[src/rtl/hough_pkg.sv]
// Shared definitions for the Hough vote engine: FSM states, default widths and
// the constant function that builds the Q1.FRAC_W sin/cos table entries.
package hough_pkg;

  typedef enum logic [1:0] {
    IDLE  = 2'd0,
    SWEEP = 2'd1,
    DRAIN = 2'd2
  } state_t;

  localparam int DEF_X_W      = 10;
  localparam int DEF_Y_W      = 9;
  localparam int DEF_N_ANGLES = 45;
  localparam int DEF_A_W      = 8;
  localparam int DEF_FRAC_W   = 12;
  localparam int DEF_R_W      = 11;
  localparam int DEF_R_BIAS   = 800;

  // Internal fixed-point scale used while evaluating the series expansions.
  localparam int TRIG_SCALE_W = 30;

  // Table entry k of N: round(2^frac_w * cos or sin(k*pi/n)).
  // The angle is folded into [0, pi/2], so a short Taylor series is enough.
  function automatic int trig_q(input int k, input int n, input int frac_w, input logic want_sin);
    longint one_s;
    longint pi_s;
    longint th;
    longint term;
    longint c_acc;
    longint s_acc;
    longint v;
    logic   mirror;
    one_s  = 64'sd1 <<< TRIG_SCALE_W;
    pi_s   = 64'sd3373259426;
    th     = (pi_s * longint'(k)) / longint'(n);
    mirror = ((th * 64'sd2) > pi_s);
    if (mirror) begin
      th = pi_s - th;
    end
    c_acc = 64'sd0;
    term  = one_s;
    for (int i = 1; i <= 9; i++) begin
      c_acc += term;
      term = -((((term * th) / one_s) * th) / one_s) / longint'((2 * i - 1) * (2 * i));
    end
    s_acc = 64'sd0;
    term  = th;
    for (int i = 1; i <= 9; i++) begin
      s_acc += term;
      term = -((((term * th) / one_s) * th) / one_s) / longint'((2 * i) * (2 * i + 1));
    end
    if (mirror) begin
      c_acc = -c_acc;
    end
    v = want_sin ? s_acc : c_acc;
    v = (v + (64'sd1 <<< (TRIG_SCALE_W - 1 - frac_w))) >>> (TRIG_SCALE_W - frac_w);
    return int'(v);
  endfunction

endpackage

[src/rtl/hough_vote_engine_trig_rom.sv]
// hough_trig_rom: registered lookup from angle index k to {cos_k, sin_k},
// signed Q1.FRAC_W, with an enable that holds the output while stalled.
import hough_pkg::*;

module hough_trig_rom #(
  parameter int N_ANGLES = DEF_N_ANGLES,
  parameter int A_W      = DEF_A_W,
  parameter int FRAC_W   = DEF_FRAC_W
) (
  input  logic                     clk,
  input  logic                     rst_n,
  input  logic                     en,
  input  logic [A_W-1:0]           k,
  output logic signed [FRAC_W+1:0] cos_q,
  output logic signed [FRAC_W+1:0] sin_q
);

  localparam int T_W   = FRAC_W + 2;
  localparam int DEPTH = 1 << A_W;

  logic signed [T_W-1:0] cos_tab [DEPTH];
  logic signed [T_W-1:0] sin_tab [DEPTH];

  // Indices past N_ANGLES are never issued; they read as zero.
  for (genvar i = 0; i < DEPTH; i++) begin : g_tab
    if (i < N_ANGLES) begin : g_used
      localparam int COS_V = trig_q(i, N_ANGLES, FRAC_W, 1'b0);
      localparam int SIN_V = trig_q(i, N_ANGLES, FRAC_W, 1'b1);
      assign cos_tab[i] = T_W'(COS_V);
      assign sin_tab[i] = T_W'(SIN_V);
    end else begin : g_unused
      assign cos_tab[i] = '0;
      assign sin_tab[i] = '0;
    end
  end

  // Registered table read, frozen while the downstream stage is stalled.
  always_ff @(posedge clk or negedge rst_n) begin
    if (!rst_n) begin
      cos_q <= '0;
      sin_q <= '0;
    end else if (en) begin
      cos_q <= cos_tab[k];
      sin_q <= sin_tab[k];
    end
  end

endmodule

[src/rtl/hough_vote_engine.sv]
// Hough vote generator: one pixel in, N_ANGLES (r, k) votes out.
// Define HOUGH_R_BIAS_EN to emit r + R_BIAS as an unsigned row address.
import hough_pkg::*;

module hough_vote_engine #(
  parameter int X_W      = DEF_X_W,
  parameter int Y_W      = DEF_Y_W,
  parameter int N_ANGLES = DEF_N_ANGLES,
  parameter int A_W      = DEF_A_W,
  parameter int FRAC_W   = DEF_FRAC_W,
  parameter int R_W      = DEF_R_W,
  parameter int R_BIAS   = DEF_R_BIAS
) (
  input  logic           clk,
  input  logic           rst_n,
  input  logic           in_valid,
  output logic           in_ready,
  input  logic [X_W-1:0] in_x,
  input  logic [Y_W-1:0] in_y,
  output logic           out_valid,
  input  logic           out_ready,
  output logic [R_W-1:0] out_r,
  output logic [A_W-1:0] out_angle,
  output logic           out_last,
  output logic           busy
);

  localparam int T_W = FRAC_W + 2;
  localparam int M_W = (X_W > Y_W) ? X_W : Y_W;
  localparam int P_W = M_W + T_W + 2;
  localparam logic [A_W-1:0]        K_LAST   = A_W'(N_ANGLES - 1);
  localparam logic signed [P_W-1:0] RND_HALF = P_W'(2 ** (FRAC_W - 1));

  state_t                state_r;
  state_t                state_s;
  logic [A_W-1:0]        k_r;
  logic [A_W-1:0]        k_s;
  logic                  issue_s;
  logic                  load_s;
  logic                  stall_s;
  logic [X_W-1:0]        x_r;
  logic [Y_W-1:0]        y_r;
  logic                  s1_valid_r;
  logic [A_W-1:0]        s1_k_r;
  logic                  s1_last_r;
  logic signed [T_W-1:0] s1_cos_s;
  logic signed [T_W-1:0] s1_sin_s;
  logic signed [P_W-1:0] x_ext_s;
  logic signed [P_W-1:0] y_ext_s;
  logic signed [P_W-1:0] cos_ext_s;
  logic signed [P_W-1:0] sin_ext_s;
  logic signed [P_W-1:0] p_s;
  logic [R_W-1:0]        r_s;

  assign stall_s  = out_valid & ~out_ready;
  assign in_ready = (state_r == IDLE);
  assign busy     = (state_r != IDLE);

  // State and angle counter; both freeze on a stall.
  always_ff @(posedge clk or negedge rst_n) begin
    if (!rst_n) begin
      state_r <= IDLE;
      k_r     <= '0;
    end else begin
      state_r <= state_s;
      k_r     <= k_s;
    end
  end

  // Next-state logic: accept in IDLE, issue one angle per free cycle, then drain.
  always_comb begin
    state_s = state_r;
    k_s     = k_r;
    issue_s = 1'b0;
    load_s  = 1'b0;
    case (state_r)
      IDLE: begin
        if (in_valid) begin
          load_s  = 1'b1;
          k_s     = '0;
          state_s = SWEEP;
        end else begin
          state_s = IDLE;
        end
      end
      SWEEP: begin
        if (!stall_s) begin
          issue_s = 1'b1;
          if (k_r == K_LAST) begin
            state_s = DRAIN;
          end else begin
            k_s = k_r + A_W'(1);
          end
        end else begin
          issue_s = 1'b0;
        end
      end
      DRAIN: begin
        if (out_valid && out_ready && out_last) begin
          state_s = IDLE;
        end else begin
          state_s = DRAIN;
        end
      end
      default: begin
        state_s = IDLE;
      end
    endcase
  end

  // Pixel latch; it stays put until the pipeline has fully drained.
  always_ff @(posedge clk or negedge rst_n) begin
    if (!rst_n) begin
      x_r <= '0;
      y_r <= '0;
    end else if (load_s) begin
      x_r <= in_x;
      y_r <= in_y;
    end
  end

  hough_trig_rom #(
    .N_ANGLES (N_ANGLES),
    .A_W      (A_W),
    .FRAC_W   (FRAC_W)
  ) u_trig_rom (
    .clk   (clk),
    .rst_n (rst_n),
    .en    (~stall_s),
    .k     (k_r),
    .cos_q (s1_cos_s),
    .sin_q (s1_sin_s)
  );

  // Stage-1 side-band, aligned with the registered table read.
  always_ff @(posedge clk or negedge rst_n) begin
    if (!rst_n) begin
      s1_valid_r <= 1'b0;
      s1_k_r     <= '0;
      s1_last_r  <= 1'b0;
    end else if (!stall_s) begin
      s1_valid_r <= issue_s;
      s1_k_r     <= k_r;
      s1_last_r  <= (k_r == K_LAST);
    end
  end

  // r = round(x*cos + y*sin), half rounded up, then truncated to R_W bits.
  always_comb begin
    x_ext_s   = $signed({{(P_W - X_W){1'b0}}, x_r});
    y_ext_s   = $signed({{(P_W - Y_W){1'b0}}, y_r});
    cos_ext_s = $signed({{(P_W - T_W){s1_cos_s[T_W-1]}}, s1_cos_s});
    sin_ext_s = $signed({{(P_W - T_W){s1_sin_s[T_W-1]}}, s1_sin_s});
    p_s       = (x_ext_s * cos_ext_s) + (y_ext_s * sin_ext_s);
`ifdef HOUGH_R_BIAS_EN
    r_s       = R_W'((p_s + RND_HALF) >>> FRAC_W) + R_W'(R_BIAS);
`else
    r_s       = R_W'((p_s + RND_HALF) >>> FRAC_W);
`endif
  end

  // Output register; held stable while the consumer withholds out_ready.
  always_ff @(posedge clk or negedge rst_n) begin
    if (!rst_n) begin
      out_valid <= 1'b0;
      out_r     <= '0;
      out_angle <= '0;
      out_last  <= 1'b0;
    end else if (!stall_s) begin
      out_valid <= s1_valid_r;
      if (s1_valid_r) begin
        out_r     <= r_s;
        out_angle <= s1_k_r;
        out_last  <= s1_last_r;
      end else begin
        out_last  <= 1'b0;
      end
    end
  end

endmodule
[config.mk]
export PLATFORM = sky130hd
export DESIGN_NAME = hough_vote_engine
export DESIGN_NICKNAME = d
export VERILOG_FILES = /design/src/rtl/hough_pkg.sv /design/src/rtl/hough_vote_engine_trig_rom.sv /design/src/rtl/hough_vote_engine.sv
export SDC_FILE = /design/constraint.sdc
export NUM_CORES = 1
export LEC_CHECK = 0
export ABC_AREA = 0
export CORE_MARGIN = 1.5
export CORE_UTILIZATION = 61
export CTS_BUF_LIST = sky130_fd_sc_hd__clkbuf_4 sky130_fd_sc_hd__clkbuf_8
export CTS_CLUSTER_SIZE = 14
export DETAILED_ROUTE_END_ITERATION = 16
export PLACE_DENSITY = 0.83
export SETUP_SLACK_MARGIN = 0.1
export SYNTH_ARGS = -nofsm -noshare
export SYNTH_HDL_FRONTEND = slang
export SYNTH_SLANG_ARGS = --single-unit
[constraint.sdc]
create_clock -name clk -period 18.6 [get_ports clk]
set_clock_uncertainty 0.05 [all_clocks]
set_input_delay 1.86 -clock clk [delete_from_list [all_inputs] [get_ports clk]]
set_output_delay 1.86 -clock clk [all_outputs]
set_load 0.05 [all_outputs]
==> results by group <==
STA
  – Final slew viol count: 0
  – Unrepaired setup endpoints after global routing: no
  – Final Cycle Share: between 30% and 40%
  – Final Worst Setup Slack: around 12,000 ps
  – Tmin final: slightly below 7000 ps
  – Setup violators final: 0
  – Actual slew at the worst max-slew pin: roughly 1200 ps
  – Fin. Hold Viols: 0
  – TNS Setup: 0 ps
  – Slew headroom: between 10% and 20%
  – FMAX: roughly 0.15 GHz

Synth
  – Post-synth net total: about 1,900
  – Seq cells post-synth: 86
  – Ranking of synthesized cells by area: fa_1 (33%), dfrtp_1 (16%), ha_1 (11%)
  – Yosys cell types: 59
  – Number of flops mapped to enable cells by yosys: 0
  – Post-synthesis sequential area ratio: 15.67%
  – Most common flop cell mapped by yosys: dfrtp_1
  – Yosys top cell by area: fa_1
  – Gate Count Post-Synth: 1,568
  – Syn Std Cell Area: ~0.014 sq mm
  – Yosys warnings: 0
  – Post-synthesis async set-or-reset flop share: 100.0%
  – Syn Area/Cell: ~9 sq um
  – Post-synth top area share: 32.50%

Floorplan
  – Die area: roughly 0.023 sq mm
  – Floorplan row count: 54
  – IO Pins: 46
  – Chip width: 153.1 microns
  – Initial core utilization: 62.55%
  – Die Y: 153.1 microns
  – Core Box Area: about 0.022 sq mm

Status
  – Run status: complete, no violations

Worst setup path
  – Required time of the critical path: 18,840 ps
  – Critical Path, Cell by Cell: and2_1 > fa_1 > fa_1 > inv_1 > fa_1 > inv_1 > fa_1 > fa_1 > fa_1 > inv_1 > fa_1 > inv_1 > ha_1 > a21o_1 > a311o_1 > o31a_1 > a221o_1 > o211a_1 > a211o_1
  – Startpoint Class: register
  – Crit-path leading delay family: adder cells
  – Most frequent CP cell: fa_1
  – Crit. End Element: register
  – CP Class: reg -> reg
  – Critical Path Fanout Max: 11
  – Critical path arrival: 7030 ps
  – CP max stage cell: dfrtp_1
  – Largest stage delay on the critical path: approximately 590 ps
  – CP Buf/Inv Count: 4

Global route
  – Vias in the first global route: about 11,000
  – Largest net degree at the start of global routing: 76
  – Grt ovf: 0
  – Initial antenna violation count: 0
  – Total track usage: a little under a third
  – First-pass GRT wire length: 55,980 microns

Cells and area
  – Layout cell share with drive strength beyond 1: under 10%
  – ANT cells: 0
  – Final #Nets: between 1,500 and 2,000
  – Most frequent cells in the layout: inv_1 (285), nand2_1 (249), fa_1 (223), and2_1 (145), ha_1 (119)
  – Syn-to-layout area delta: 5.156%
  – Commonest non-fill, non-tap cell in the layout: inv_1
  – # fillers: 1,782

Job
  – Max-cap violations: 0

CTS
  – Clock transition at path regs: ~100 ps
  – CTS sink cnt: 86
  – Post-CTS Setup Bufs: 0
  – # resized after CTS: 0
  – H-tree Lvls: 3
  – Clk Tree Root Cell: clkbuf_8
  – Clock Tree Buf Depth: 2
  – CTS buffer count: 9
  – Worst-Skew Late Latency: about 390 ps
  – TritonCTS clock tree: built
  – Hold Buf Count CTS: 0

Route
  – WL/cell: approximately 18 microns
  – Drt pass-1 iters: 5
  – DRC: 0
  – Post-route ant nets: 0
  – DR iter-0 viols: ~970
  – Via/cell ratio: 5.846
  – DRT Wirelength: about 33,000 microns
  – Vias: between 10,000 and 15,000

Place
  – Final HPWL DP: between 20,000 and 30,000 microns
  – Pre-CTS WS: ~12,000 ps
  – Routability Congestion: between 0.9 and 1
  – IO buf count: 45

Hold path
  – Worst min-delay path class: reg -> reg
==> final timing paths <==
| kind | startpoint | to | slack [ps] | depth (start not counted) |
|---|---|---|---|---|
| max reg2reg | u_trig_rom.cos_q[7]$_DFFE_PN0N_ | out_r[10]$_DFFE_PN0P_ | 11800 | 19 |
| min reg2reg | out_r[3]$_DFFE_PN0P_ | out_r[3]$_DFFE_PN0P_ | 440 | 2 |
| max | u_trig_rom.cos_q[7]$_DFFE_PN0N_ | out_r[10]$_DFFE_PN0P_ | 11800 | 19 |
| max in group asynchronous | rst_n | k_r[2]$_DFFE_PN0P_ | 16000 | 2 |
| min in group asynchronous | rst_n | out_r[8]$_DFFE_PN0P_ | 1260 | 1 |
| min | out_r[3]$_DFFE_PN0P_ | out_r[3]$_DFFE_PN0P_ | 440 | 2 |
==> worst reg2reg max path, stage by stage, from the launching register on <==
cell and delay [ps]:
dfrtp_1 590, and2_1 300, fa_1 460, fa_1 540
inv_1 50, fa_1 470, inv_1 50, fa_1 490
fa_1 460, fa_1 560, inv_1 60, fa_1 470
inv_1 40, ha_1 350, a21o_1 240, a311o_1 390
o31a_1 330, a221o_1 360, o211a_1 230, a211o_1 220
==> kinds of logic after synthesis <==
logic type      count (synthesis)  synth area share (%)
simple gates                  513                 17.71
buf+inv                       379                 10.36
fa+ha+maj                     342                 43.34
compound gates                216                 10.68
flops                          86                 15.67
xor+xnor                       22                 1.403
mux                            10                0.8471
==> final cells by class <==
class	count	area, sq um	area share, %
inverters	287	1077	7.458
flip-flops and latches	86	2153	14.91
repair buffers	54	515.5	3.569
clock inverters	6	47.55	0.3292
clock buffers	10	131.4	0.9096
multi-input cells	1103	10170	70.40
well taps	280	350.3	2.425
==> registers in the layout (all words and copies together) (netlist names), 2 cells and up <==
name / flops
k_r: 8
out_angle: 8
out_r: 11
s1_k_r: 8
state_r: 2
u_trig_rom.cos_q: 14
u_trig_rom.sin_q: 12
x_r: 10
y_r: 9
==> layer usage <==
layer  global-route usage (%)  routed length (microns)  vias to the layer above
met3                    3.317                     2231                       73
met2                    49.87                    16320                      447
met1                    41.45                    13900                     5319
li1                         -                        -                     4836
met5                        0                        0                        -
met4                    11.53                     1012                        0
==> through the flow <==
step                      util (%)  area (sq um)  hold WS (ps)  std cells
after CTS                    65.78         14440         441.2       1826
after global placement       64.96         14260         402.6       1810
after floorplan                  -         13740         383.1       1568
final                        65.78         14440         438.4       1826
after global routing         65.78         14440         471.5       1826
after detailed placement     64.96         14260         405.2       1810
==> cell usage after synthesis, types with 3 or more instances <==
library cell	n
nand4_1	4
inv_1	285
a31oi_1	11
fa_1	223
a211o_1	3
or2_2	3
nor2_1	51
xnor2_1	18
o22ai_1	4
a221oi_1	5
a21o_2	4
nand2_1	249
a311oi_1	5
o31ai_1	10
mux2_2	3
a22o_1	11
ha_1	119
a21oi_1	45
a211oi_1	12
o211ai_1	8
buf_1	7
a21o_1	5
a221o_1	9
nand3_1	20
dfrtp_1	86
o21a_1	5
o311ai_0	6
mux2i_1	6
nand2b_1	9
nand3b_1	3
and3_1	6
and2_1	145
clkbuf_1	85
xor2_1	4
nor3_1	8
o21ai_0	50
nor2b_1	10
Power is left out: the tool's default activity adds up to more than one toggle a clock period on the data nets, which glitch-free logic cannot reach.
